## src/rtl/cache_ctrl_if.sv

```systemverilog
// cache_ctrl_if: bundles every signal between the cache sequencer and its
// neighbours (pipeline memory stage, cache array, backing memory).
//   slave  : the cache_ctrl side. It receives CPU requests and array/memory
//            responses, and drives completion, array controls, memory
//            requests and statistics.
//   master : the environment side (CPU, cache array, main memory).
// Address width AW = TAG_WIDTH + 12 (tag | 8-bit index | 4-bit byte offset).
interface cache_ctrl_if #(
  parameter int TAG_WIDTH = 4
);
  localparam int AW = TAG_WIDTH + 12;

  // CPU side
  logic                 cpu_rd;
  logic                 cpu_wr;
  logic [AW-1:0]        cpu_addr;
  logic [31:0]          cpu_wdata;
  logic [31:0]          cpu_rdata;
  logic                 cpu_done;
  logic                 cpu_stall;
  logic                 cpu_hit;
  logic                 cpu_err;

  // cache array controls and combinational outputs
  logic                 c_enable;
  logic                 c_comp;
  logic                 c_write;
  logic                 c_valid_in;
  logic [TAG_WIDTH-1:0] c_tag_in;
  logic [7:0]           c_index;
  logic [3:0]           c_offset;
  logic [31:0]          c_data_in;
  logic [TAG_WIDTH-1:0] c_tag_out;
  logic [31:0]          c_data_out;
  logic                 c_hit;
  logic                 c_dirty;
  logic                 c_valid;

  // backing memory
  logic                 mem_req;
  logic                 mem_we;
  logic [AW-1:0]        mem_addr;
  logic [31:0]          mem_wdata;
  logic                 mem_ready;
  logic [31:0]          mem_rdata;

  // statistics
  logic [15:0]          hit_count;
  logic [15:0]          miss_count;

  modport slave (
    input  cpu_rd, cpu_wr, cpu_addr, cpu_wdata,
    output cpu_rdata, cpu_done, cpu_stall, cpu_hit, cpu_err,
    output c_enable, c_comp, c_write, c_valid_in, c_tag_in, c_index, c_offset, c_data_in,
    input  c_tag_out, c_data_out, c_hit, c_dirty, c_valid,
    output mem_req, mem_we, mem_addr, mem_wdata,
    input  mem_ready, mem_rdata,
    output hit_count, miss_count
  );

  modport master (
    output cpu_rd, cpu_wr, cpu_addr, cpu_wdata,
    input  cpu_rdata, cpu_done, cpu_stall, cpu_hit, cpu_err,
    input  c_enable, c_comp, c_write, c_valid_in, c_tag_in, c_index, c_offset, c_data_in,
    output c_tag_out, c_data_out, c_hit, c_dirty, c_valid,
    input  mem_req, mem_we, mem_addr, mem_wdata,
    output mem_ready, mem_rdata,
    input  hit_count, miss_count
  );
endinterface

```

## src/rtl/cache_ctrl.sv

```systemverilog
// cache_ctrl: sequencer for a direct-mapped cache array with 4-word lines.
// Serves single-word CPU loads/stores; handles hit, clean-miss fill and
// dirty-miss write-back against a word-wide backing memory.
//
// Ports:
//   clk  - clock, all state on rising edge
//   rst  - asynchronous, active-high reset
//   bus  - cache_ctrl_if.slave: CPU request/response, cache array controls
//          and outputs, memory request/response, hit/miss statistics
//
// Optional feature: define CACHE_CTRL_STATS_EN to build the saturating
// 16-bit hit/miss counters. Without it both counter outputs are tied to 0.
//
// State  | meaning
// IDLE   | waiting for a request; latches address/data/op
// COMPARE| tag compare (and write on hit); error requests complete here
// WB0-3  | write back word k of the dirty victim line
// FILL0-3| fetch word k of the requested line into the array
// RETRY  | replay the access on the freshly filled line
//
// The array outputs are combinational, so the array/memory controls decode
// the state register directly: they stay glitch-free per state and drop to
// zero the moment rst forces the state to IDLE.
module cache_ctrl #(
  parameter int TAG_WIDTH = 4
) (
  input  logic          clk,
  input  logic          rst,
  cache_ctrl_if.slave   bus
);
  localparam int AW = TAG_WIDTH + 12;

  typedef enum logic [3:0] {
    S_IDLE, S_COMPARE,
    S_WB0, S_WB1, S_WB2, S_WB3,
    S_FILL0, S_FILL1, S_FILL2, S_FILL3,
    S_RETRY
  } state_t;

  state_t               state_q;
  logic [TAG_WIDTH-1:0] tag_q;
  logic [7:0]           index_q;
  logic [3:0]           offset_q;
  logic [31:0]          wdata_q;
  logic                 wr_q;
  logic                 err_q;

  logic                 real_hit;
  logic [1:0]           word_k;
  logic                 in_wb;
  logic                 in_fill;

  assign real_hit = bus.c_hit & bus.c_valid;
  assign in_wb    = (state_q == S_WB0)   || (state_q == S_WB1)   ||
                    (state_q == S_WB2)   || (state_q == S_WB3);
  assign in_fill  = (state_q == S_FILL0) || (state_q == S_FILL1) ||
                    (state_q == S_FILL2) || (state_q == S_FILL3);

  always_comb begin
    word_k = 2'd0;
    case (state_q)
      S_WB1, S_FILL1: word_k = 2'd1;
      S_WB2, S_FILL2: word_k = 2'd2;
      S_WB3, S_FILL3: word_k = 2'd3;
      default:        word_k = 2'd0;
    endcase
  end

  always_ff @(posedge clk or posedge rst) begin
    if (rst) begin
      state_q  <= S_IDLE;
      tag_q    <= '0;
      index_q  <= '0;
      offset_q <= '0;
      wdata_q  <= '0;
      wr_q     <= 1'b0;
      err_q    <= 1'b0;
    end else begin
      case (state_q)
        S_IDLE: begin
          if (bus.cpu_rd || bus.cpu_wr) begin
            tag_q    <= bus.cpu_addr[AW-1:12];
            index_q  <= bus.cpu_addr[11:4];
            offset_q <= bus.cpu_addr[3:0];
            wdata_q  <= bus.cpu_wdata;
            wr_q     <= bus.cpu_wr;
            err_q    <= (bus.cpu_rd && bus.cpu_wr) || (bus.cpu_addr[1:0] != 2'b00);
            state_q  <= S_COMPARE;
          end
        end
        S_COMPARE: begin
          if (err_q || real_hit)               state_q <= S_IDLE;
          else if (bus.c_valid && bus.c_dirty) state_q <= S_WB0;
          else                                 state_q <= S_FILL0;
        end
        S_WB0:   if (bus.mem_ready) state_q <= S_WB1;
        S_WB1:   if (bus.mem_ready) state_q <= S_WB2;
        S_WB2:   if (bus.mem_ready) state_q <= S_WB3;
        S_WB3:   if (bus.mem_ready) state_q <= S_FILL0;
        S_FILL0: if (bus.mem_ready) state_q <= S_FILL1;
        S_FILL1: if (bus.mem_ready) state_q <= S_FILL2;
        S_FILL2: if (bus.mem_ready) state_q <= S_FILL3;
        S_FILL3: if (bus.mem_ready) state_q <= S_RETRY;
        S_RETRY: state_q <= S_IDLE;
        default: state_q <= S_IDLE;
      endcase
    end
  end

  logic                 cpu_done, cpu_hit, cpu_err;
  logic [31:0]          cpu_rdata;
  logic                 c_enable, c_comp, c_write, c_valid_in;
  logic [TAG_WIDTH-1:0] c_tag_in;
  logic [7:0]           c_index;
  logic [3:0]           c_offset;
  logic [31:0]          c_data_in;
  logic                 mem_req, mem_we;
  logic [AW-1:0]        mem_addr;
  logic [31:0]          mem_wdata;

  always_comb begin
    cpu_done   = 1'b0;
    cpu_hit    = 1'b0;
    cpu_err    = 1'b0;
    cpu_rdata  = '0;
    c_enable   = 1'b0;
    c_comp     = 1'b0;
    c_write    = 1'b0;
    c_valid_in = 1'b0;
    c_tag_in   = '0;
    c_index    = '0;
    c_offset   = '0;
    c_data_in  = '0;
    mem_req    = 1'b0;
    mem_we     = 1'b0;
    mem_addr   = '0;
    mem_wdata  = '0;

    if ((state_q == S_COMPARE) && err_q) begin
      cpu_done = 1'b1;
      cpu_err  = 1'b1;
    end else if ((state_q == S_COMPARE) || (state_q == S_RETRY)) begin
      // RETRY replays the compare access; the line is now resident, so a
      // store commits here and a load reads the filled word.
      c_enable  = 1'b1;
      c_comp    = 1'b1;
      c_write   = wr_q;
      c_tag_in  = tag_q;
      c_index   = index_q;
      c_offset  = offset_q;
      c_data_in = wdata_q;
      if (state_q == S_RETRY) begin
        cpu_done  = 1'b1;
        cpu_rdata = bus.c_data_out;
      end else if (real_hit) begin
        cpu_done  = 1'b1;
        cpu_hit   = 1'b1;
        cpu_rdata = bus.c_data_out;
      end
    end else if (in_wb) begin
      // Victim address comes from the stored tag of the line being evicted.
      c_enable  = 1'b1;
      c_index   = index_q;
      c_offset  = {word_k, 2'b00};
      mem_req   = 1'b1;
      mem_we    = 1'b1;
      mem_addr  = {bus.c_tag_out, index_q, word_k, 2'b00};
      mem_wdata = bus.c_data_out;
    end else if (in_fill) begin
      mem_req  = 1'b1;
      mem_addr = {tag_q, index_q, word_k, 2'b00};
      if (bus.mem_ready) begin
        c_enable   = 1'b1;
        c_write    = 1'b1;
        c_valid_in = 1'b1;
        c_tag_in   = tag_q;
        c_index    = index_q;
        c_offset   = {word_k, 2'b00};
        c_data_in  = bus.mem_rdata;
      end
    end
  end

  assign bus.cpu_done   = cpu_done;
  assign bus.cpu_hit    = cpu_hit;
  assign bus.cpu_err    = cpu_err;
  assign bus.cpu_rdata  = cpu_rdata;
  assign bus.cpu_stall  = (state_q != S_IDLE) && !cpu_done;
  assign bus.c_enable   = c_enable;
  assign bus.c_comp     = c_comp;
  assign bus.c_write    = c_write;
  assign bus.c_valid_in = c_valid_in;
  assign bus.c_tag_in   = c_tag_in;
  assign bus.c_index    = c_index;
  assign bus.c_offset   = c_offset;
  assign bus.c_data_in  = c_data_in;
  assign bus.mem_req    = mem_req;
  assign bus.mem_we     = mem_we;
  assign bus.mem_addr   = mem_addr;
  assign bus.mem_wdata  = mem_wdata;

`ifdef CACHE_CTRL_STATS_EN
  logic [15:0] hit_cnt_q;
  logic [15:0] miss_cnt_q;

  // Only the first compare of a normal request counts; RETRY is not a lookup.
  always_ff @(posedge clk or posedge rst) begin
    if (rst) begin
      hit_cnt_q  <= '0;
      miss_cnt_q <= '0;
    end else if ((state_q == S_COMPARE) && !err_q) begin
      if (real_hit) begin
        if (hit_cnt_q != 16'hFFFF) hit_cnt_q <= hit_cnt_q + 16'd1;
      end else begin
        if (miss_cnt_q != 16'hFFFF) miss_cnt_q <= miss_cnt_q + 16'd1;
      end
    end
  end

  assign bus.hit_count  = hit_cnt_q;
  assign bus.miss_count = miss_cnt_q;
`else
  assign bus.hit_count  = 16'd0;
  assign bus.miss_count = 16'd0;
`endif

endmodule

```

## src/flat_wrapper.sv

```systemverilog
// flat-port wrapper written by rule: the top's interface ports become plain ports
module cache_ctrl_flat 
#(
  parameter int TAG_WIDTH = 4
)
  (clk, rst, bus_cpu_rd, bus_cpu_wr, bus_cpu_addr, bus_cpu_wdata, bus_cpu_rdata, bus_cpu_done, bus_cpu_stall, bus_cpu_hit, bus_cpu_err, bus_c_enable, bus_c_comp, bus_c_write, bus_c_valid_in, bus_c_tag_in, bus_c_index, bus_c_offset, bus_c_data_in, bus_c_tag_out, bus_c_data_out, bus_c_hit, bus_c_dirty, bus_c_valid, bus_mem_req, bus_mem_we, bus_mem_addr, bus_mem_wdata, bus_mem_ready, bus_mem_rdata, bus_hit_count, bus_miss_count);
  cache_ctrl_if #(.TAG_WIDTH(TAG_WIDTH)) bus_i ();
  input  logic clk;
  input  logic rst;
  input wire logic [$bits(bus_i.cpu_rd)-1:0] bus_cpu_rd;
  input wire logic [$bits(bus_i.cpu_wr)-1:0] bus_cpu_wr;
  input wire logic [$bits(bus_i.cpu_addr)-1:0] bus_cpu_addr;
  input wire logic [$bits(bus_i.cpu_wdata)-1:0] bus_cpu_wdata;
  output wire logic [$bits(bus_i.cpu_rdata)-1:0] bus_cpu_rdata;
  output wire logic [$bits(bus_i.cpu_done)-1:0] bus_cpu_done;
  output wire logic [$bits(bus_i.cpu_stall)-1:0] bus_cpu_stall;
  output wire logic [$bits(bus_i.cpu_hit)-1:0] bus_cpu_hit;
  output wire logic [$bits(bus_i.cpu_err)-1:0] bus_cpu_err;
  output wire logic [$bits(bus_i.c_enable)-1:0] bus_c_enable;
  output wire logic [$bits(bus_i.c_comp)-1:0] bus_c_comp;
  output wire logic [$bits(bus_i.c_write)-1:0] bus_c_write;
  output wire logic [$bits(bus_i.c_valid_in)-1:0] bus_c_valid_in;
  output wire logic [$bits(bus_i.c_tag_in)-1:0] bus_c_tag_in;
  output wire logic [$bits(bus_i.c_index)-1:0] bus_c_index;
  output wire logic [$bits(bus_i.c_offset)-1:0] bus_c_offset;
  output wire logic [$bits(bus_i.c_data_in)-1:0] bus_c_data_in;
  input wire logic [$bits(bus_i.c_tag_out)-1:0] bus_c_tag_out;
  input wire logic [$bits(bus_i.c_data_out)-1:0] bus_c_data_out;
  input wire logic [$bits(bus_i.c_hit)-1:0] bus_c_hit;
  input wire logic [$bits(bus_i.c_dirty)-1:0] bus_c_dirty;
  input wire logic [$bits(bus_i.c_valid)-1:0] bus_c_valid;
  output wire logic [$bits(bus_i.mem_req)-1:0] bus_mem_req;
  output wire logic [$bits(bus_i.mem_we)-1:0] bus_mem_we;
  output wire logic [$bits(bus_i.mem_addr)-1:0] bus_mem_addr;
  output wire logic [$bits(bus_i.mem_wdata)-1:0] bus_mem_wdata;
  input wire logic [$bits(bus_i.mem_ready)-1:0] bus_mem_ready;
  input wire logic [$bits(bus_i.mem_rdata)-1:0] bus_mem_rdata;
  output wire logic [$bits(bus_i.hit_count)-1:0] bus_hit_count;
  output wire logic [$bits(bus_i.miss_count)-1:0] bus_miss_count;
  assign bus_i.cpu_rd = bus_cpu_rd;
  assign bus_i.cpu_wr = bus_cpu_wr;
  assign bus_i.cpu_addr = bus_cpu_addr;
  assign bus_i.cpu_wdata = bus_cpu_wdata;
  assign bus_cpu_rdata = bus_i.cpu_rdata;
  assign bus_cpu_done = bus_i.cpu_done;
  assign bus_cpu_stall = bus_i.cpu_stall;
  assign bus_cpu_hit = bus_i.cpu_hit;
  assign bus_cpu_err = bus_i.cpu_err;
  assign bus_c_enable = bus_i.c_enable;
  assign bus_c_comp = bus_i.c_comp;
  assign bus_c_write = bus_i.c_write;
  assign bus_c_valid_in = bus_i.c_valid_in;
  assign bus_c_tag_in = bus_i.c_tag_in;
  assign bus_c_index = bus_i.c_index;
  assign bus_c_offset = bus_i.c_offset;
  assign bus_c_data_in = bus_i.c_data_in;
  assign bus_i.c_tag_out = bus_c_tag_out;
  assign bus_i.c_data_out = bus_c_data_out;
  assign bus_i.c_hit = bus_c_hit;
  assign bus_i.c_dirty = bus_c_dirty;
  assign bus_i.c_valid = bus_c_valid;
  assign bus_mem_req = bus_i.mem_req;
  assign bus_mem_we = bus_i.mem_we;
  assign bus_mem_addr = bus_i.mem_addr;
  assign bus_mem_wdata = bus_i.mem_wdata;
  assign bus_i.mem_ready = bus_mem_ready;
  assign bus_i.mem_rdata = bus_mem_rdata;
  assign bus_hit_count = bus_i.hit_count;
  assign bus_miss_count = bus_i.miss_count;
  cache_ctrl #(.TAG_WIDTH(TAG_WIDTH)) u_core (.clk(clk), .rst(rst), .bus(bus_i));
endmodule
```

## config.mk

```make
export PLATFORM = sky130hd
export DESIGN_NAME = cache_ctrl_flat
export DESIGN_NICKNAME = d
export VERILOG_FILES = /design/src/rtl/cache_ctrl_if.sv /design/src/rtl/cache_ctrl.sv /design/src/flat_wrapper.sv
export SDC_FILE = /design/constraint.sdc
export NUM_CORES = 1
export LEC_CHECK = 0
export CORE_ASPECT_RATIO = 1.25
export CORE_MARGIN = 4
export CORE_UTILIZATION = 30
export CTS_BUF_LIST = sky130_fd_sc_hd__clkbuf_2
export CTS_CLUSTER_SIZE = 40
export DETAILED_ROUTE_END_ITERATION = 6
export PLACE_DENSITY = 0.76
export SLEW_MARGIN = 20
export SYNTH_ARGS = -nofsm -noshare
export SYNTH_HDL_FRONTEND = slang
export SYNTH_SLANG_ARGS = --single-unit
```

## constraint.sdc

```tcl
create_clock -name clk -period 2.4 [get_ports clk]
set_input_delay 0.6 -clock clk [delete_from_list [all_inputs] [get_ports clk]]
set_output_delay 0.6 -clock clk [all_outputs]
set_load 0.01 [all_outputs]
```

==> summary.txt, run 1 <==
Timing
  • Pins over their slew limit: 0
  • Final min period: 2.91 ns
  • Hold Vio Cnt, Final: 0
  • Slew margin rel.: between 50 and 60%
  • WHS: between 0.4 and 0.5 ns
  • Tcrit/Tclk final: 121%
  • RSZ-0062 raised after global routing: yes
  • Clock Skew: about 0.035 ns
  • Max Clock Freq: about 0.34 GHz
  • Slew of the pin with the lowest slew margin: between 0.6 and 0.7 ns
  • Final WS setup: -0.505 ns
  • Final setup viols: 136

Status
  • Status: complete, but fails checks
  • Violated checks: negative setup slack

Placed design
  • Worst slack, placed: -0.710 ns
  • # port buffers: 259
  • Detail Placement HPWL: between 10000 and 15000 um
  • GPL Wtd Cong: about 0.9

Drt
  • DRT Wirelength: approximately 18000 um
  • DRT iter0 DRCs: 170
  • Remaining DRCs: 0
  • Detailed Routing Iterations Pass 1: 4
  • Post-DRT Antenna Nets: 0
  • Vias per std cell: ~4.9
  • Via Count: roughly 4.4k
  • WL/cell: around 20 um

Clock tree
  • Clock sink count: 54
  • CTS tree: yes
  • Clock buffer depth: 2
  • H-tree depth: 2
  • Clock Latency Late Sink: between 0.4 and 0.5 ns
  • CTS Buf Count: 5
  • Hold_buf cts: 0
  • Root buf cell: clkbuf_2
  • Worst-path clk slew: ~0.31 ns

Finish
  • Diodes inserted: 0
  • Nets@finish: 849
  • Fillers: 962
  • Area Overhead vs Synth: 105%
  • Multi-input gate area: 2540 um2
  • FF/Latch Area: about 1400 um2
  • Layout cells sized above 1: 56.5%

Synth
  • EDFF count, synth: 0
  • Mapped Avg Cell Area: just over 10 um2
  • Main synth FF type: dfrtp_1
  • Gate Count Post-Synth: approximately 380
  • Sequential cell area fraction in the yosys report: 35.7%
  • Synthesized area: between 3000 and 4000 um2
  • Seq cells post-synth: between 50 and 60
  • Yosys warning total: 0
  • Yosys cell types: 48
  • Post-synth ARST share: 100%

Floorplanning
  • Chip width: ~110 um
  • Die area: 14500 um2
  • Cell Rows: 45
  • Io pins: 294
  • Die H: 133 um
  • CORE AREA: about 12000 um2
  • Starting Density: a little under a third

Critical path
  • CP startpoint kind: flip-flop
  • Crit. End Element: output pin
  • Crit path max fanout: 6
  • Arrival time worst endpoint: around 2.3 ns
  • Critical setup path kind: flip-flop to output pin
  • CP required: 1.80 ns

GRT
  • Initial antenna violation count: 0
  • First-pass GRT wire length: 25000 um
  • Overall routing resource usage: between 20 and 25%
  • Maximum number of pins on one net before global-route repair: 55
  • Total congestion overflow: 0
  • Number of global-route vias before repair: ~4.5k

Power and ir drop
  • Worst vdd ir: between 0.5 and 0.6 mV
  • Power, Total: roughly 9.9 mW
  • Static Leakage: between 3 and 4 nW
  • Pwr per Cell Area: 1280 nW/um2

Flow run
  • Max_cap viols: 0

Hold path
  • HP Class: input port to asynchronous set/reset pin
[sequential cells by signal, summed over array words and instances (netlist names)]
| signal | cells |
|---|---|
| u_core.offset_q | 4 |
| u_core.tag_q | 4 |
| u_core.wdata_q | 32 |
| u_core.err_q | 1 |
| u_core.index_q | 8 |
| u_core.wr_q | 1 |
| u_core.state_q | 4 |
[critical path: stages, from the launching register on]
cell,delay [ns]
dfrtp_1,0.49
nand2b_4,0.15
or3_4,0.38
a21oi_4,0.18
buf_12,0.15
buf_16,0.12
buf_6,0.09
a22o_1,0.14
buf_2,0.14
[stage by stage]
stage | util [%] | instance area [um2] | instances | setup TNS (ns)
floorplan | - | 3900 | 409 | 0
global placement | 54.6 | 6670 | 813 | -49.21
detailed placement | 54.6 | 6670 | 813 | -52.20
CTS | 58.2 | 7110 | 877 | -49.62
global route | 63.4 | 7740 | 890 | -60.89
finish | 63.4 | 7740 | 890 | -47.32
[cell usage in the layout, fill, tap and decap left out, types with 4 or more instances in the layout]
cell type / instances
buf_2: 72
conb_1: 34
dfrtp_1: 50
clkbuf_2: 7
o21ai_2: 4
and2_1: 34
buf_6: 114
o21ai_0: 5
nand2_1: 9
buf_12: 9
and2_4: 45
clkdlybuf4s50_1: 123
a22o_1: 33
buf_4: 43
buf_16: 4
a22oi_2: 4
a21oi_1: 4
dfrtp_2: 4
mux2_2: 50
or3_4: 4
and3_4: 9
[where the power goes]
| part | switching [mW] | total (mW) | internal (mW) |
|---|---|---|---|
| clock | 0.308 | 0.488 | 0.180 |
| sequential | 0.365 | 1.74 | 1.38 |
| combinational | 3.08 | 7.68 | 4.60 |
[synth_stat cells, drive strengths merged (2+ instances only)]
library cell | instances | area share (%)
a21oi | 8 | 1.4
a22o | 34 | 7.9
a22oi | 4 | 0.79
a31o | 2 | 0.46
and2 | 79 | 13
and3 | 9 | 1.5
buf | 51 | 11
clkbuf | 12 | 1.3
dfrtp | 54 | 36
inv | 4 | 0.40
mux2 | 52 | 15
nand2 | 11 | 1.1
nand2b | 4 | 0.73
nor2 | 5 | 0.50
nor2b | 3 | 0.50
nor3 | 3 | 0.53
nor3b | 3 | 0.86
nor4 | 2 | 0.73
o21ai | 13 | 1.7
or3 | 3 | 0.63
xnor2 | 3 | 0.70
[final cells by class]
type	instances	share of cell area (%)
timing repair buffer	370	46.0
clock buffer	6	0.388
clock inverter	2	0.485
sequential	54	17.5
multi-input combinational	290	32.8
inverter	4	0.194
tap	164	2.65
[worst paths after layout]
path	slack, ns	start	endpoint	cells after the start
min	0.48	rst	u_core.tag_q[2]	3
max in group asynchronous	1.65	rst	u_core.err_q	3
min in group clk	0.55	u_core.wr_q	u_core.wr_q	1
max reg2reg	0.08	u_core.state_q[1]	u_core.wdata_q[6]	8
max	-0.51	u_core.state_q[1]	bus_c_data_in[26]	8
min reg2reg	0.55	u_core.wr_q	u_core.wr_q	1
[cells by family after synthesis]
| family | Yosys count | share of synthesized area (%) |
|---|---|---|
| compound gates | 73 | 14.9 |
| simple gates | 126 | 20.9 |
| mux | 52 | 15.5 |
| buf+inv | 67 | 12.2 |
| xor+xnor | 3 | 0.695 |
| flops | 54 | 35.7 |
| other cells | 1 | 0.0992 |
[metal layers]
layer / GRT usage (%) / up-vias / routed length [um]
li1: - / 1960 / -
met5: 0 / - / 0
met4: 9.47 / 0 / 755
met1: 23.2 / 2103 / 6090
met2: 41.1 / 235 / 9590
met3: 6.40 / 54 / 1500
[what timing repair did]
action / CTS / global route
setup endpoints to repair: 136 / 136
cloned: 10 / 2
pin swaps: 34 / 45
buffers inserted: 46 / 20
resized for setup: 650 / 160
Note: power is estimated with default switching activity, not from simulation.
==> run 2, diff against run 1 <==
Settings changed: CELL_PAD_IN_SITES_DETAIL_PLACEMENT set to 2, CELL_PAD_IN_SITES_GLOBAL_PLACEMENT set to 2, CORE_UTILIZATION 30 to 18, CTS_CLUSTER_SIZE 40 to unset, PLACE_DENSITY 0.76 to 0.84.
==> run 2 against run 1 <==
Compared with the run above: the run still ends with negative setup slack left; via count is 3.7% lower; total power is 4.3% higher; die area is 62% higher; hold slack worse by 0.031 ns; clock skew is 0.025 ns lower; register-to-register slack better by 0.11 ns; routed wire length is 17% higher; largest cell class unchanged.
==> summary.txt, run 2 (synthesis results as in run 1) <==
Placed design
  • Detail Placement HPWL: between 10000 and 15000 um
  • # port buffers: 259
  • GPL Wtd Cong: about 0.72
  • Placed cell areas: 6850 um2
  • DP Cell Count: 926

GRT
  • Global route hottest layer: met2
  • Number of global-route vias before repair: 4886
  • Initial antenna violation count: 1
  • Met2 usage: between 30% and 40%
  • Overall routing resource usage: about 17%
  • Met3 Track Usage GR: ~6.2%
  • Maximum number of pins on one net before global-route repair: 55
  • Met1 Track Usage GR: between 15 and 20%
  • First-pass GRT wire length: roughly 30000 um
  • Total congestion overflow: 0

Floorplanning
  • Io pins: just under 300
  • CORE AREA: 20700 um2
  • Die H: 170 um
  • Die area: ~23000 um2
  • Chip width: around 140 um
  • Cell Rows: a little under 60
  • Starting Density: between 10% and 20%

Critical path
  • Crit-path cells: buf_6 -> nand2b_4 -> or3_4 -> a21oi_4 -> buf_4 -> clkbuf_16 -> a22o_1 -> buf_2
  • Arrival time worst endpoint: 2.27 ns
  • Crit. End Element: output pin
  • Slowest cell delay on critical path: 0.45 ns
  • Crit path max fanout: 9
  • R2R setup slack: 0.19 ns
  • CP startpoint kind: flip-flop
  • Worst Setup SP: u_core.state_q[0]
  • Critical setup path kind: flip-flop to output pin
  • R2r endpoint: u_core.state_q[2]
  • CP required: 1.80 ns
  • Worst reg2reg path startpoint: u_core.state_q[3]
  • R2R cell count: 9
  • Slowest-stage cell, CP: dfrtp_1

Drt
  • Post-DRT Antenna Nets: 0
  • DRT Wirelength: ~21000 um
  • Vias per std cell: about 4.3
  • Detailed Routing Iterations Pass 1: 3
  • DRT iter0 DRCs: just under 50
  • Via Count: 4193
  • Remaining DRCs: 0
  • WL/cell: around 21 um

Clock tree
  • Worst-path clk slew: approximately 0.29 ns
  • Clock buffer depth: 2
  • H-tree depth: 2
  • Clock Latency Late Sink: about 0.46 ns
  • CTS tree: yes
  • Clock sink count: 54
  • CTS Buf Count: 5
  • Root buf cell: clkbuf_2
  • Hold_buf cts: 0

Power and ir drop
  • Pwr per Cell Area: between 1000 and 1500 nW/um2
  • Static Leakage: around 3.7 nW
  • Worst vdd ir: about 0.52 mV

Timing
  • Final setup viols: roughly 140
  • RSZ-0062 raised after global routing: yes
  • Clock Skew: 0.00967 ns
  • WHS: roughly 0.45 ns
  • Hold Vio Cnt, Final: 0
  • Final WS setup: -0.467 ns
  • Tcrit/Tclk final: 119%
  • Max Clock Freq: between 0.3 and 0.4 GHz
  • Pins over their slew limit: 0
  • Final min period: 2.87 ns

Finish
  • Nets@finish: approximately 830
  • Area Overhead vs Synth: 117%
  • Design Area, Final: 8200 um2
  • Max reg flops: 32
  • Core Util, Final: 39.5%
  • Biggest register: u_core.wdata_q
  • Final cell count without fillers: about 1000
  • Largest regs: u_core.wdata_q (32), u_core.index_q (8)
  • Layout cells sized above 1: 57.7%
  • Commonest non-fill, non-tap cells in the layout: 136 x buf_6, 123 x clkdlybuf4s50_1, 75 x and2_4
  • Commonest non-fill, non-tap cell in the layout: buf_6

Status
  • Status: complete, but fails checks
  • Violated checks: negative setup slack

Hold path
  • HP Class: input port to asynchronous set/reset pin

Flow run
  • Max_cap viols: 0
-- run 2: how the worst max path moves through the flow --
stage / end / slack (ns) / cells past startpoint
final: bus_c_data_in[17] / -0.47 / 8
after detailed placement: bus_cpu_rdata[6] / -0.76 / 7
after CTS: bus_c_data_in[15] / -0.55 / 8
after floorplan: bus_cpu_rdata[10] / 0.12 / 5
after global routing: bus_cpu_rdata[19] / -0.61 / 9
after global placement: bus_cpu_rdata[22] / -0.71 / 7
-- run 2: critical path: cells and delay by family, from the launching register on --
family / cells / cell delay, ns
AO/OA/AOI/OAI: 2 / 0.33
buffers and inverters: 4 / 0.60
flip-flops: 1 / 0.45
AND/OR/NAND/NOR: 2 / 0.42
-- run 2: where the power goes --
group	internal (mW)	switching, mW	total (mW)
registers	1.37	0.345	1.72
logic	4.94	3.19	8.13
clock network	0.179	0.316	0.496
-- run 2: per-layer routing --
layer | wire (um) | vias up
li1 | - | 1912
met1 | 6750 | 2054
met2 | 12000 | 221
met3 | 2210 | 6
met4 | 121 | 0
met5 | 0 | -
-- run 2: repair_timing --
item,4_1_cts,5_1_grt
cloned,13,1
setup endpoints to repair,136,136
resized for setup,815,42
setup buffers,42,7
pin swaps,75,21
-- run 2: metrics by stage --
stage | power (mW) | worst slack [ns] | TNS [ns]
6_report | 10.3 | -0.467 | -46.22
5_1_grt | 11.0 | -0.611 | -65.33
4_1_cts | 10.3 | -0.546 | -56.57
3_5_place_dp | 7.22 | -0.756 | -62.09
3_3_place_gp | 7.04 | -0.711 | -58.07
2_1_floorplan | 4.20 | 0.116 | 0
-- run 2: final cells by class --
class,count,area [um2]
repair buffers,356,3860
diodes,1,2.50
clock inverters,2,37.5
inverters,4,15.0
fillers,2190,12500
multi-input cells,288,2560
well taps,274,343
clock buffers,6,30.0
flip-flops and latches,54,1350
